File: config.mk
export PLATFORM = sky130hd
export DESIGN_NAME = reg_file_wb_demux
export DESIGN_NICKNAME = d
export VERILOG_FILES = /design/src/rtl/reg_file_wb_demux.sv
export SDC_FILE = /design/constraint.sdc
export NUM_CORES = 2
export LEC_CHECK = 0
export CORE_UTILIZATION = 55
export DETAILED_ROUTE_END_ITERATION = 10
export PLACE_DENSITY = 0.75
export SETUP_SLACK_MARGIN = 0.02
export SYNTH_ARGS = -nofsm -noshare
export SYNTH_HDL_FRONTEND = slang
export SYNTH_SLANG_ARGS = --single-unit
File: constraint.sdc
create_clock -name clk -period 1.9 [get_ports clk]
set_input_delay 0.19 -clock clk [delete_from_list [all_inputs] [get_ports clk]]
set_output_delay 0.19 -clock clk [all_outputs]
set_load 0.01 [all_outputs]
File: src/rtl/reg_file_wb_demux.sv
`default_nettype none
// ============================================================================
// Module   : reg_file_wb_demux
// Purpose  : Integer register file with a 1-to-NREG write-back demux and two
//            combinational read ports, with optional WB-to-ID write-through.
// Revision : 1.0  initial release
// ============================================================================
module reg_file_wb_demux #(
  parameter int XLEN   = 32,
  parameter int NREG   = 32,
  parameter int AW     = 5,
  parameter bit BYPASS = 1'b1
) (
  input  logic            clk,
  input  logic            rst_n,
  input  logic            we,
  input  logic [AW-1:0]   waddr,
  input  logic [XLEN-1:0] wdata,
  input  logic [AW-1:0]   raddr1,
  input  logic [AW-1:0]   raddr2,
  output logic [XLEN-1:0] rdata1,
  output logic [XLEN-1:0] rdata2
);

  localparam int c_DEPTH = 1 << AW;

  // x0 has no storage; only x1..x(NREG-1) are flops.
  logic [XLEN-1:0] regs_q [1:NREG-1];
  logic [XLEN-1:0] regs_d [1:NREG-1];
  logic [XLEN-1:0] w_rf   [c_DEPTH];
  logic            w_hit1;
  logic            w_hit2;

  function automatic logic addr_ok(input logic [AW-1:0] a);
    return (a != '0) && (int'(a) < NREG);
  endfunction

  always_comb begin
    for (int k = 1; k < NREG; k++) begin
      regs_d[k] = regs_q[k];
      if (we && (waddr == AW'(k))) begin
        regs_d[k] = wdata;
      end
    end
  end

  always_ff @(posedge clk or negedge rst_n) begin
    if (!rst_n) begin
      for (int k = 1; k < NREG; k++) begin
        regs_q[k] <= '0;
      end
    end else begin
      regs_q <= regs_d;
    end
  end

  // Full 2**AW-entry view so the read mux never indexes past the storage.
  genvar j;
  for (j = 0; j < c_DEPTH; j++) begin : g_rf
    if ((j >= 1) && (j < NREG)) begin : g_impl
      assign w_rf[j] = regs_q[j];
    end else begin : g_zero
      assign w_rf[j] = '0;
    end
  end

  always_comb begin
    w_hit1 = BYPASS && rst_n && we && (waddr == raddr1) && addr_ok(raddr1);
    w_hit2 = BYPASS && rst_n && we && (waddr == raddr2) && addr_ok(raddr2);
    rdata1 = w_hit1 ? wdata : w_rf[raddr1];
    rdata2 = w_hit2 ? wdata : w_rf[raddr2];
  end

endmodule
`default_nettype wire

# Word-level counts from Yosys, hierarchy flattened
# Index checks and enable logic that the tools add are counted.
# totals
register_bits	992
in_bits	50
output_inout_bits	64
elab_cells	114
# classes
magnitude_cmp	2
n_eq_ne	33
muxes	8
bitwise	2
n_reduce_logical	38
# op_table
cell	n
binary-select mux 32 bit (select 5 bit)	2
two-way mux 32 bit	6
equality test 5 bit, second input constant	16
equality test 5 x 4 -> 1 bit, second input constant	8
logical AND 1 bit	36
equality test 5 x 3 -> 1 bit, second input constant	4
>= comparator 6 bit, second input constant	2
NOT 5 -> 6 bit	2
equality test 5 x 2 -> 1 bit, second input constant	2
equality test 5 bit	2
nonzero test 5 bit	2
equality test 5 x 1 -> 1 bit, second input constant	1

# Logic depth before layout (Yosys ltp)
# depth
depth_word	5
depth_mapped	9
depth_no_buf	4

# Worst setup path after synthesis
# Ideal clock, no wire load.
# synth_path
path_type	input port to output port
from	input port raddr1[0]
to	output port rdata1[28]
t_arrival_ps	1729
required_time_ps	1710
setup_slack_ps	-19
stages	9
n_path_buf	5
cell_sequence	buf_6 > buf_12 > buf_12 > buf_12 > buf_12 > mux2i_1 > a221oi_2 > a221oi_1 > o31ai_1
# synth_via
elab_chain_len	5
word_cells_on_any_way	9
classes_between	eq/ne (1); mux (4); bitwise (1); reduce/logical (3)
# synth_rtl
item	line	rtl
from (decl)	19	input logic [AW-1:0] raddr1,
NOT 5 -> 6 bit (implied by the code)	70	rdata1 = w_hit1 ? wdata : w_rf[raddr1];
binary-select mux 32 bit (select 5 bit)	70	
two-way mux 32 bit (implied by the code) (2 in series)	70	
two-way mux 32 bit (*)	70	
to (decl)	21	output logic [XLEN-1:0] rdata1,
# Mark *: on every way between the ends. The rest lies on a longest branch, timed or not. The select of a mux whose other input is x is not followed.

# Worst setup path after layout
# layout_path
from	register regs_q[545] (netlist bit)
to	output port rdata2[1]
# layout_via
elab_chain_len	4
# layout_rtl
item	line	rtl
from (decl)	28	logic [XLEN-1:0] regs_q [1:NREG-1];
from (signal assigned)	53	regs_q <= regs_d;
binary-select mux 32 bit (select 5 bit)	71	rdata2 = w_hit2 ? wdata : w_rf[raddr2];
two-way mux 32 bit (implied by the code) (2 in series)	71	
two-way mux 32 bit	71	
to (decl)	22	output logic [XLEN-1:0] rdata2
# Every way passes these cells. The select of a mux whose other input is x is not followed.

==> impl_metrics.ini <==
[detailed_routing]
top_layer_used = met4
drt-initial-drc-count = 4793
via_count = 40665
firstDrtPassIters = 9
post_drt_via_cell_ratio = 7.035
remaining_drc_errors = 8
wl_met1_um = 71100
met2_wirelength_um = 84400
wl_met3_um = 23200
wl_um = 188300
drtAntennaViolNets = 0
wl_per_cell_um = 32.57

[timing]
grt_setup_unrepaired = yes
finClkSkew_ns = 0
fmax_mhz = 341.4
setup_viol = 64
finalHoldViolCount = 0
slew_headroom_pct = 51.40
slew_viol_final = 0
worst_pin_slew_ns = 0.7291
setup_ws_ns = -1.029
period_needed_ns = 2.929
finalCritPeriodShare_pct = 154.2
tns_ns = -46.69
holdWs_ns = 0.3001

[cts]
cts-root-buf = clkbuf_16
cts_inserted_buffers = 106
path_clk_slew_ns = 0.06
htreeDepth = 3
numClockSinks = 992
cts_tree = yes
insertion_delay_ns = 0.71
cts_buffer_depth = 3

[worst_setup_path]
path_class = flip-flop to primary output
reg2reg_slack_ns = 0.88
worstSetupEndpointType = primary output
cp.required_ns = 1.71
path_max_fanout = 2
rr_startpoint = regs_q[159]
crit_arrival_ns = 2.74
start_kind = flip-flop
crit_start = regs_q[545]

[synthesis]
synth_cell_type_count = 46
yosys.area_share.simple_pct = 2.080
synth-adder-area-share_pct = 0
syn_area_um2 = 54070
syn_nets = 3718
synthMuxAreaShare_pct = 40.95
yosys_register_bits = 992
yosysSeqAreaShare_pct = 45.91
syn-mean-instance-area_um2 = 14.74
ys_warn_count = 0
yosys.area.top_type = dfrtp_1
synth_enable_flop_cells = 0
synth_compound_area_share_pct = 6.933
synth_top_family_by_area = multiplexers
synth_top_cells_by_area = dfrtp_1 (46%), mux2_2 (22%), mux4_2 (16%), mux2i_1 (2.0%), clkbuf_1 (1.4%)
ys.flop_type = dfrtp_1
synth_xor_area_share_pct = 0.1296
async_flop_share_pct = 100.0
yosys.area.top_type_share_pct = 45.91
synthCells = 3668

[floorplan]
start_util_pct = 55.75
io_pins = 114
rows = 114
dieArea_um2 = 99570
dieWidth_um = 315.5
dieHeight_um = 315.5
coreArea_um2 = 96990

[final_layout]
largest_reg_flops = 992
final_cell_mix = mux2_2 (1,021), dfrtp_1 (992), buf_4 (739)
final_cells = 5780
regMostFlops = regs_q
drive_gt1_share_pct = 64.35
final_common_cell = mux2_2
largest_registers = regs_q (992)
fill_cells = 6072
fin_nets = 4464
area_growth_pct = 28.15

[outcome]
status = finished, violations left
violations = design-rule violations, negative setup slack

[worst_hold_path]
min_path_type = input port to flip-flop
hp-start = wdata[15]

[grt]
grt_overflow_total = 0
antenna_found_initial = 3
grt_pass1_wl_um = 276000
track_usage_pct = 37.88
grt_pass1_vias = 41778
grt_max_degree = 158

[placed_design]
gp_congestion = 0.9744
numPlacedInstances = 5560
hpwl_um = 124900
io_buffers = 113

[flow_run]
max-cap-violations = 0

[power_and_ir_drop]
vdd_drop_max_uv = 914.3
p_leak_nw = 30.68
powerDensity_nw_per_um2 = 993.2
design_power_total_w = 0.06882
worst max-delay path, cell delays in order, from the launching register on:
cell and delay (ns):
dfrtp_1 0.39, buf_6 0.12, mux4_2 0.47, a22oi_2 0.18, o31a_1 0.45, buf_4 0.21, o31ai_4 0.07, buf_2 0.15
report_power, final:
part	total [W]	internal (W)	switching, W
sequential	0.0282	0.0253	0.00295
combinational	0.0185	0.0110	0.00752
clock	0.0221	0.0131	0.00898
kinds of logic after synthesis:
kind of cell           count (synthesis)
AO/OA/AOI/OAI                        448
XOR/XNOR                               8
buffers and inverters                430
flip-flops                           992
multiplexers                        1584
AND/OR/NAND/NOR                      206
what timing repair did:
| item | CTS | global route |
|---|---|---|
| hold buffers | 1 | 0 |
| cloned | 0 | 2 |
| setup buffers | 17 | 16 |
| endpoints found under the setup margin | 64 | 502 |
| resized for setup | 521 | 61 |
| pin swaps | 132 | 41 |
| endpoints found under the hold margin | 197 | 0 |
per-stage QoR:
step | cell area (um^2) | worst slack, ns | utilization (%)
finish | 69290 | -1.029 | 71.44
global route | 69290 | -0.9976 | 71.44
CTS | 68840 | -0.9113 | 70.97
detailed placement | 64020 | -1.306 | 66.01
global placement | 64020 | -1.267 | 66.01
floorplan | 54110 | 0.004108 | -
Yosys cell counts (all sizes together), types with 4 or more instances:
cell	count
clkbuf	208
and3	11
nor2b	13
dfrtp	992
a221o	23
o22ai	63
nor2	49
mux2	1081
o41ai	9
xor2	8
o31ai	55
a221oi	79
a211oi	32
o21a	31
mux2i	110
a22oi	49
o31a	32
o221ai	32
a22o	32
nand2	19
nor3	7
nor4	4
or2	6
buf	221
a21oi	9
mux4	393
nand2b	13
nand4	67
and2	12
final cells by class:
cell class | instances | area (um^2) | share of cell area (%)
antenna | 2 | 5.005 | 0.007223
clock buffer | 156 | 3080 | 4.446
clock inverter | 40 | 601.8 | 0.8685
inverter | 1 | 3.754 | 0.005417
multi-input combinational | 2246 | 28820 | 41.59
sequential | 992 | 24820 | 35.82
tap | 1276 | 1597 | 2.304
timing repair buffer | 1067 | 10360 | 14.95
layer usage:
layer	vias to the layer above	track usage, %
li1	15915	-
met1	21402	51.19
met2	2699	55.80
met3	649	12.40
met4	0	17.59
met5	-	0
path summary, 6_finish.rpt:
| kind | end | cells after the start |
|---|---|---|
| max | rdata2[1] | 7 |
| min | regs_q[79] | 3 |
| max reg2reg | regs_q[159] | 3 |
| min reg2reg | regs_q[633] | 1 |
| max in group asynchronous | regs_q[8] | 5 |
| min in group asynchronous | regs_q[532] | 4 |
(Power assumes the default switching activity.)
